## config.mk

```make
export PLATFORM = sky130hd
export DESIGN_NAME = corefifo_sync_flush_ctrl_flat
export DESIGN_NICKNAME = d
export VERILOG_FILES = /design/src/rtl/corefifo_sync_flush_ctrl_if.sv /design/src/rtl/corefifo_sync_flush_ctrl.sv /design/src/flat_wrapper.sv
export SDC_FILE = /design/constraint.sdc
export NUM_CORES = 1
export LEC_CHECK = 0
export ABC_AREA = 1
export CORE_AREA = 2 2 40 56
export DETAILED_ROUTE_END_ITERATION = 8
export DIE_AREA = 0 0 42 58
export GPL_TIMING_DRIVEN = 0
export PLACE_DENSITY = 0.81
export SETUP_SLACK_MARGIN = 0.3
export SLEW_MARGIN = 10
export SYNTH_ARGS = -nofsm -noshare
export SYNTH_HDL_FRONTEND = slang
export SYNTH_SLANG_ARGS = --single-unit
```

## constraint.sdc

```tcl
create_clock -name clk -period 2.7 [get_ports clk]
set_input_delay 0.405 -clock clk [delete_from_list [all_inputs] [get_ports clk]]
set_output_delay 0.405 -clock clk [all_outputs]
set_load 0.1 [all_outputs]
```

## src/rtl/corefifo_sync_flush_ctrl_if.sv

```systemverilog
// Handshake bundle between FIFO control, the pointer synchronizer chain and the
// flush/qualify sequencer. timeout_err exists only with COREFIFO_SYNC_TIMEOUT_EN.
interface corefifo_sync_flush_ctrl_if #(
    parameter int ADDRWIDTH = 3
);
    logic                 flush_req;
    logic                 flush_ack;
    logic                 sync_srstn;
    logic [ADDRWIDTH:0]   sync_in;
    logic [ADDRWIDTH:0]   ptr_out;
    logic                 ptr_valid;
    logic                 busy;
`ifdef COREFIFO_SYNC_TIMEOUT_EN
    logic                 timeout_err;

    modport master (
        output flush_req, sync_in,
        input  flush_ack, sync_srstn, ptr_out, ptr_valid, busy, timeout_err
    );
    modport slave (
        input  flush_req, sync_in,
        output flush_ack, sync_srstn, ptr_out, ptr_valid, busy, timeout_err
    );
`else
    modport master (
        output flush_req, sync_in,
        input  flush_ack, sync_srstn, ptr_out, ptr_valid, busy
    );
    modport slave (
        input  flush_req, sync_in,
        output flush_ack, sync_srstn, ptr_out, ptr_valid, busy
    );
`endif
endinterface

```

## src/rtl/corefifo_sync_flush_ctrl.sv

```systemverilog
// Clears and refills a gray-pointer synchronizer chain, then qualifies its output as stable.
// Optional settle timeout with sticky error flag: define COREFIFO_SYNC_TIMEOUT_EN.
module corefifo_sync_flush_ctrl #(
    parameter int ADDRWIDTH      = 3,
    parameter int NUM_STAGES     = 2,
    parameter int CLR_CYCLES     = 4,
    parameter int STABLE_CYCLES  = 3,
    parameter int TIMEOUT_CYCLES = 64
) (
    input  logic                       clk,
    input  logic                       srst,
    corefifo_sync_flush_ctrl_if.slave  bus,
    output logic [1:0]                 o_dbg_state
);
    localparam int M1   = (CLR_CYCLES > NUM_STAGES + 1) ? CLR_CYCLES : NUM_STAGES + 1;
    localparam int M2   = (M1 > STABLE_CYCLES) ? M1 : STABLE_CYCLES;
    localparam int MAXC = (M2 > TIMEOUT_CYCLES) ? M2 : TIMEOUT_CYCLES;
    localparam int CW   = $clog2(MAXC + 1);

    localparam logic [CW-1:0] CLR_LAST  = CW'(CLR_CYCLES - 1);
    localparam logic [CW-1:0] FILL_LAST = CW'(NUM_STAGES);
    localparam logic [CW-1:0] STB_LAST  = CW'(STABLE_CYCLES - 1);

    typedef enum logic [1:0] {
        S_CLEAR  = 2'd0,
        S_FILL   = 2'd1,
        S_SETTLE = 2'd2,
        S_RUN    = 2'd3
    } state_t;

    state_t             r_state;
    state_t             w_state_nxt;
    logic [CW-1:0]      r_cnt;
    logic [CW-1:0]      w_cnt_nxt;
    logic [ADDRWIDTH:0] r_prev;
    logic               r_pending;
    logic               r_sync_srstn;
    logic [ADDRWIDTH:0] r_ptr_out;
    logic               r_ptr_valid;
    logic               r_flush_ack;
    logic               r_busy;

    logic               w_match;
    logic               w_stable_done;
    logic               w_tmo_done;
    logic               w_entering_run;
    logic               w_sync_srstn_nxt;
    logic [ADDRWIDTH:0] w_ptr_nxt;
    logic               w_ptr_valid_nxt;
    logic               w_ack_nxt;
    logic               w_busy_nxt;
    logic               w_pending_nxt;

    assign w_match       = (bus.sync_in == r_prev);
    assign w_stable_done = (r_state == S_SETTLE) && w_match && (r_cnt == STB_LAST);

`ifdef COREFIFO_SYNC_TIMEOUT_EN
    localparam logic [CW-1:0] TMO_LAST = CW'(TIMEOUT_CYCLES - 1);

    logic [CW-1:0] r_tmo_cnt;
    logic [CW-1:0] w_tmo_nxt;
    logic          r_timeout_err;
    logic          w_timeout_err_nxt;

    // Stability wins over the timeout when both land on the same edge.
    assign w_tmo_done = (r_state == S_SETTLE) && !w_stable_done && (r_tmo_cnt == TMO_LAST);

    always_comb begin
        w_tmo_nxt = '0;
        if ((r_state == S_SETTLE) && (w_state_nxt == S_SETTLE))
            w_tmo_nxt = (r_tmo_cnt == TMO_LAST) ? r_tmo_cnt : r_tmo_cnt + CW'(1);
    end

    always_comb begin
        w_timeout_err_nxt = r_timeout_err;
        if (bus.flush_req)
            w_timeout_err_nxt = 1'b0;
        else if (w_tmo_done)
            w_timeout_err_nxt = 1'b1;
    end

    always_ff @(posedge clk) begin
        if (srst) begin
            r_tmo_cnt     <= '0;
            r_timeout_err <= 1'b0;
        end else begin
            r_tmo_cnt     <= w_tmo_nxt;
            r_timeout_err <= w_timeout_err_nxt;
        end
    end

    assign bus.timeout_err = r_timeout_err;
`else
    assign w_tmo_done = 1'b0;
`endif

    // State and registered outputs
    always_ff @(posedge clk) begin
        if (srst) begin
            r_state      <= S_CLEAR;
            r_cnt        <= '0;
            r_prev       <= '0;
            r_pending    <= 1'b0;
            r_sync_srstn <= 1'b0;
            r_ptr_out    <= '0;
            r_ptr_valid  <= 1'b0;
            r_flush_ack  <= 1'b0;
            r_busy       <= 1'b1;
        end else begin
            r_state      <= w_state_nxt;
            r_cnt        <= w_cnt_nxt;
            r_prev       <= bus.sync_in;
            r_pending    <= w_pending_nxt;
            r_sync_srstn <= w_sync_srstn_nxt;
            r_ptr_out    <= w_ptr_nxt;
            r_ptr_valid  <= w_ptr_valid_nxt;
            r_flush_ack  <= w_ack_nxt;
            r_busy       <= w_busy_nxt;
        end
    end

    // Next state; cnt doubles as the SETTLE run-length of equal samples
    always_comb begin
        w_state_nxt = r_state;
        w_cnt_nxt   = r_cnt + CW'(1);
        case (r_state)
            S_CLEAR: begin
                if (r_cnt == CLR_LAST) begin
                    w_state_nxt = S_FILL;
                    w_cnt_nxt   = '0;
                end
            end
            S_FILL: begin
                if (r_cnt == FILL_LAST) begin
                    w_state_nxt = S_SETTLE;
                    w_cnt_nxt   = '0;
                end
            end
            S_SETTLE: begin
                if (w_stable_done || w_tmo_done) begin
                    w_state_nxt = S_RUN;
                    w_cnt_nxt   = '0;
                end else if (!w_match) begin
                    w_cnt_nxt   = '0;
                end
            end
            default: begin
                w_cnt_nxt = '0;
            end
        endcase
        if (bus.flush_req) begin
            w_state_nxt = S_CLEAR;
            w_cnt_nxt   = '0;
        end
    end

    // Output next values, all derived from the upcoming state
    always_comb begin
        w_entering_run   = (w_state_nxt == S_RUN) && (r_state != S_RUN);
        w_sync_srstn_nxt = (w_state_nxt != S_CLEAR);
        w_ptr_valid_nxt  = (w_state_nxt == S_RUN);
        w_busy_nxt       = (w_state_nxt != S_RUN);
        w_ptr_nxt        = (w_state_nxt == S_RUN) ? bus.sync_in : r_ptr_out;
        w_ack_nxt        = w_entering_run && r_pending;
        w_pending_nxt    = r_pending;
        if (bus.flush_req)
            w_pending_nxt = 1'b1;
        else if (w_entering_run)
            w_pending_nxt = 1'b0;
    end

    assign bus.sync_srstn = r_sync_srstn;
    assign bus.ptr_out    = r_ptr_out;
    assign bus.ptr_valid  = r_ptr_valid;
    assign bus.flush_ack  = r_flush_ack;
    assign bus.busy       = r_busy;
    assign o_dbg_state    = r_state;
endmodule

```

## src/flat_wrapper.sv

```systemverilog
// flat-port wrapper written by rule: the top's interface ports become plain ports
module corefifo_sync_flush_ctrl_flat 
#(
    parameter int ADDRWIDTH      = 3,
    parameter int NUM_STAGES     = 2,
    parameter int CLR_CYCLES     = 4,
    parameter int STABLE_CYCLES  = 3,
    parameter int TIMEOUT_CYCLES = 64
)
  (clk, srst, o_dbg_state, bus_flush_req, bus_sync_in, bus_flush_ack, bus_sync_srstn, bus_ptr_out, bus_ptr_valid, bus_busy);
  corefifo_sync_flush_ctrl_if #(.ADDRWIDTH(ADDRWIDTH)) bus_i ();
  input  logic clk;
  input  logic srst;
  output logic [1:0] o_dbg_state;
  input wire logic [$bits(bus_i.flush_req)-1:0] bus_flush_req;
  input wire logic [$bits(bus_i.sync_in)-1:0] bus_sync_in;
  output wire logic [$bits(bus_i.flush_ack)-1:0] bus_flush_ack;
  output wire logic [$bits(bus_i.sync_srstn)-1:0] bus_sync_srstn;
  output wire logic [$bits(bus_i.ptr_out)-1:0] bus_ptr_out;
  output wire logic [$bits(bus_i.ptr_valid)-1:0] bus_ptr_valid;
  output wire logic [$bits(bus_i.busy)-1:0] bus_busy;
  assign bus_i.flush_req = bus_flush_req;
  assign bus_i.sync_in = bus_sync_in;
  assign bus_flush_ack = bus_i.flush_ack;
  assign bus_sync_srstn = bus_i.sync_srstn;
  assign bus_ptr_out = bus_i.ptr_out;
  assign bus_ptr_valid = bus_i.ptr_valid;
  assign bus_busy = bus_i.busy;
  corefifo_sync_flush_ctrl #(.ADDRWIDTH(ADDRWIDTH), .NUM_STAGES(NUM_STAGES), .CLR_CYCLES(CLR_CYCLES), .STABLE_CYCLES(STABLE_CYCLES), .TIMEOUT_CYCLES(TIMEOUT_CYCLES)) u_core (.clk(clk), .srst(srst), .bus(bus_i), .o_dbg_state(o_dbg_state));
endmodule
```

==> results.tsv <==
stage	metric	value	unit
die	start_util	0.519	
cells_and_area	final_area	1210	sq um
cts	clock_latency	0.30	ns
cts	cts-buffers-inserted	3	
setup_path	critical-path-top-delay-family	buffers and inverters	
setup_path	worst_setup_path_start_kind	flop	
power	seq_power_share	0.606	
cells_and_area	diodes	0	
cells_and_area	finalNetCount	159	
cells_and_area	final_common_cell	nand2_1	
setup_path	crit_path_max_fanout	6	
placed_design	io_buffers	15	
route	wl	1.72	mm
die	die_h	58	microns
setup_path	arrival	1.95	ns
sta	post-route-min-period	2.35	ns
global_route	grt_pass1_vias	756	
sta	max-slew-margin-rel	0.338	
yosys	syn_area	998	sq um
sta	tightest_slew	0.990	ns
cts	cts_tree	done	
route	dr.pass1.iters	4	
global_route	grt_max_degree	13	
cells_and_area	syn_to_final_growth	21.3	%
yosys	synth.avg_cell_area	7.68	sq um
cells_and_area	final_layout_size_suffix_gt1_frac	0.141	
cts	clk_pin_slew_worst_paths	0.11	ns
run_status	status	finished, final reports clean	
power	pwr-share-clk	0.319	
die	fp.dieArea	2440	sq um
cts	clock_sinks	22	
cts	cts_root_buf	clkbuf_4	
route	drc	0	
sta	setup_viol	0	
die	coreArea	1930	sq um
power	internal_power	0.431	mW
placed_design	place.gp.congestion	0.851	
route	ant_nets	0	
cells_and_area	final_cell_mix	28 x nand2_1, 22 x nor2_1, 22 x dfxtp_1	
sta	finalSetupTns	0	ns
power	ir_worst_vdd	367	uV
global_route	grt_pass1_wl	2.96	mm
power	p_per_area	455	nW/um^2
run	maxCapViolCount	0	
yosys	syn_inst	130	
global_route	grt_overflow	0	
cts	post_cts.repair.setup_buffers	0	
sta	finalCritPeriodShare	0.871	
die	rows	19	
setup_path	critPathKind	reg -> out	
power	power.total	0.551	mW
die	die_x	42	microns
sta	final_hold_viol_count	0	
route	routed_via_density	4.89	
setup_path	cp_cell_sequence	clkdlybuf4s50_1	
placed_design	dp_hpwl	1.37	mm
route	first_iter_violations	15	
route	wl_per_cell	10.1	microns
yosys	ys_seq_area_frac	0.441	
sta	fmax	0.425	GHz
sta	rsz0062_at_grt	no	
global_route	antenna_found_initial	0	
setup_path	crit_required	2.30	ns
yosys	synth_edf_count	0	
sta	skew	0.000816	ns
cts	hold_buffers	0	
yosys	yosysUniqueCellTypes	20	
setup_path	slowest_delay	1.18	ns
yosys	yosysWarnings	0	
power	p_sw	0.120	mW
cts	htree_levels	1	
yosys	ys_seq_elements	22	
setup_path	crit_slowest_cell	clkdlybuf4s50_1	
route	dr_total_vias	831	
die	num_io_pins	17	
placed_design	dpl_cell_area	1170	sq um
power	swShare	0.217	
yosys	synth-main-ff-cell	dfxtp_1	
sta	maxSlewViolCount	0	
cts	post_cts_resized	0	
setup_path	path_buf_inv	1	
global_route	groute.usage.overall	0.157	
setup_path	end_kind	output port	
hold_path	holdCritPathClass	in -> reg	
yosys	syn-num-nets	139	
cells_and_area	fin_util	0.629	
power	combPwrFrac	0.075	
cts	clockBufferDepth	2	
power	p_leak	0.539	nW
yosys	postSynth.asyncResetShare	0	
layout make-up:
class | count | area, sq um
fillers | 168 | 714
multi-input cells | 87 | 472
flip-flops and latches | 22 | 440
repair buffers | 15 | 150
inverters | 19 | 71.3
clock buffers | 4 | 36.3
well taps | 21 | 26.3
plain buffers | 2 | 15.0
logic make-up after synthesis:
family / count (synthesis) / share of synthesized area
AND/OR/NAND/NOR: 76 / 0.370
flip-flops: 22 / 0.441
buffers and inverters: 21 / 0.0865
AO/OA/AOI/OAI: 5 / 0.0426
XOR/XNOR: 4 / 0.0351
adder cells (fa/ha/maj): 2 / 0.0251
power groups by stage:
stage / Clock [mW] / Sequential (mW) / Combinational [mW]
after CTS: 0.181 / 0.334 / 0.0414
final: 0.176 / 0.334 / 0.0411
after floorplan: 0 / 0.341 / 0.0262
after global routing: 0.192 / 0.335 / 0.0459
after global placement: 0 / 0.341 / 0.0402
after detailed placement: 0 / 0.341 / 0.0413
layer usage:
| layer | track usage | vias to the layer above | part of all wire |
|---|---|---|---|
| li1 | - | 435 | - |
| met5 | 0 | - | 0 |
| met4 | 0.0691 | 0 | 0.020 |
| met1 | 0.169 | 369 | 0.40 |
| met3 | 0.0218 | 5 | 0.043 |
| met2 | 0.299 | 22 | 0.53 |
worst paths after layout:
path / end / cells past startpoint / start / slack, ns
min reg2reg: u_core.bus.flush_ack$_SDFF_PP0_ / 2 / u_core.r_pending$_SDFFE_PP0P_ / 0.46
min: u_core.bus.sync_srstn$_SDFF_PP0_ / 2 / srst / 0.32
max reg2reg: u_core.r_pending$_SDFFE_PP0P_ / 10 / u_core.r_cnt[0]$_SDFF_PP0_ / 1.20
max: o_dbg_state[1] / 1 / u_core.o_dbg_state[1]$_SDFF_PP0_ / 0.35
flip-flops by register name, summed over array words and instances, names as in the netlist:
| name | count |
|---|---|
| u_core.bus.busy | 1 |
| u_core.bus.flush_ack | 1 |
| u_core.bus.ptr_out | 4 |
| u_core.bus.ptr_valid | 1 |
| u_core.bus.sync_srstn | 1 |
| u_core.o_dbg_state | 2 |
| u_core.r_cnt | 7 |
| u_core.r_pending | 1 |
| u_core.r_prev | 4 |
Yosys cell counts, types with 3 or more instances:
| cell type | instances | share of area |
|---|---|---|
| nor2_2 | 4 | 0.025 |
| xor2_1 | 3 | 0.026 |
| nand3_1 | 10 | 0.050 |
| dfxtp_1 | 22 | 0.44 |
| nand2_1 | 28 | 0.11 |
| nand4_1 | 5 | 0.031 |
| nor2_4 | 3 | 0.034 |
| nor2_1 | 22 | 0.083 |
| inv_1 | 17 | 0.064 |
through the flow:
| step | hold WS, ns | cells | setup slack, ns |
|---|---|---|---|
| after floorplan | 0.430 | 130 | 0.817 |
| after global placement | 0.440 | 166 | 0.731 |
| after detailed placement | 0.446 | 166 | 0.701 |
| after CTS | 0.327 | 170 | 0.354 |
| after global routing | 0.333 | 170 | 0.304 |
| final | 0.324 | 170 | 0.348 |
(Power assumes the default switching activity.)
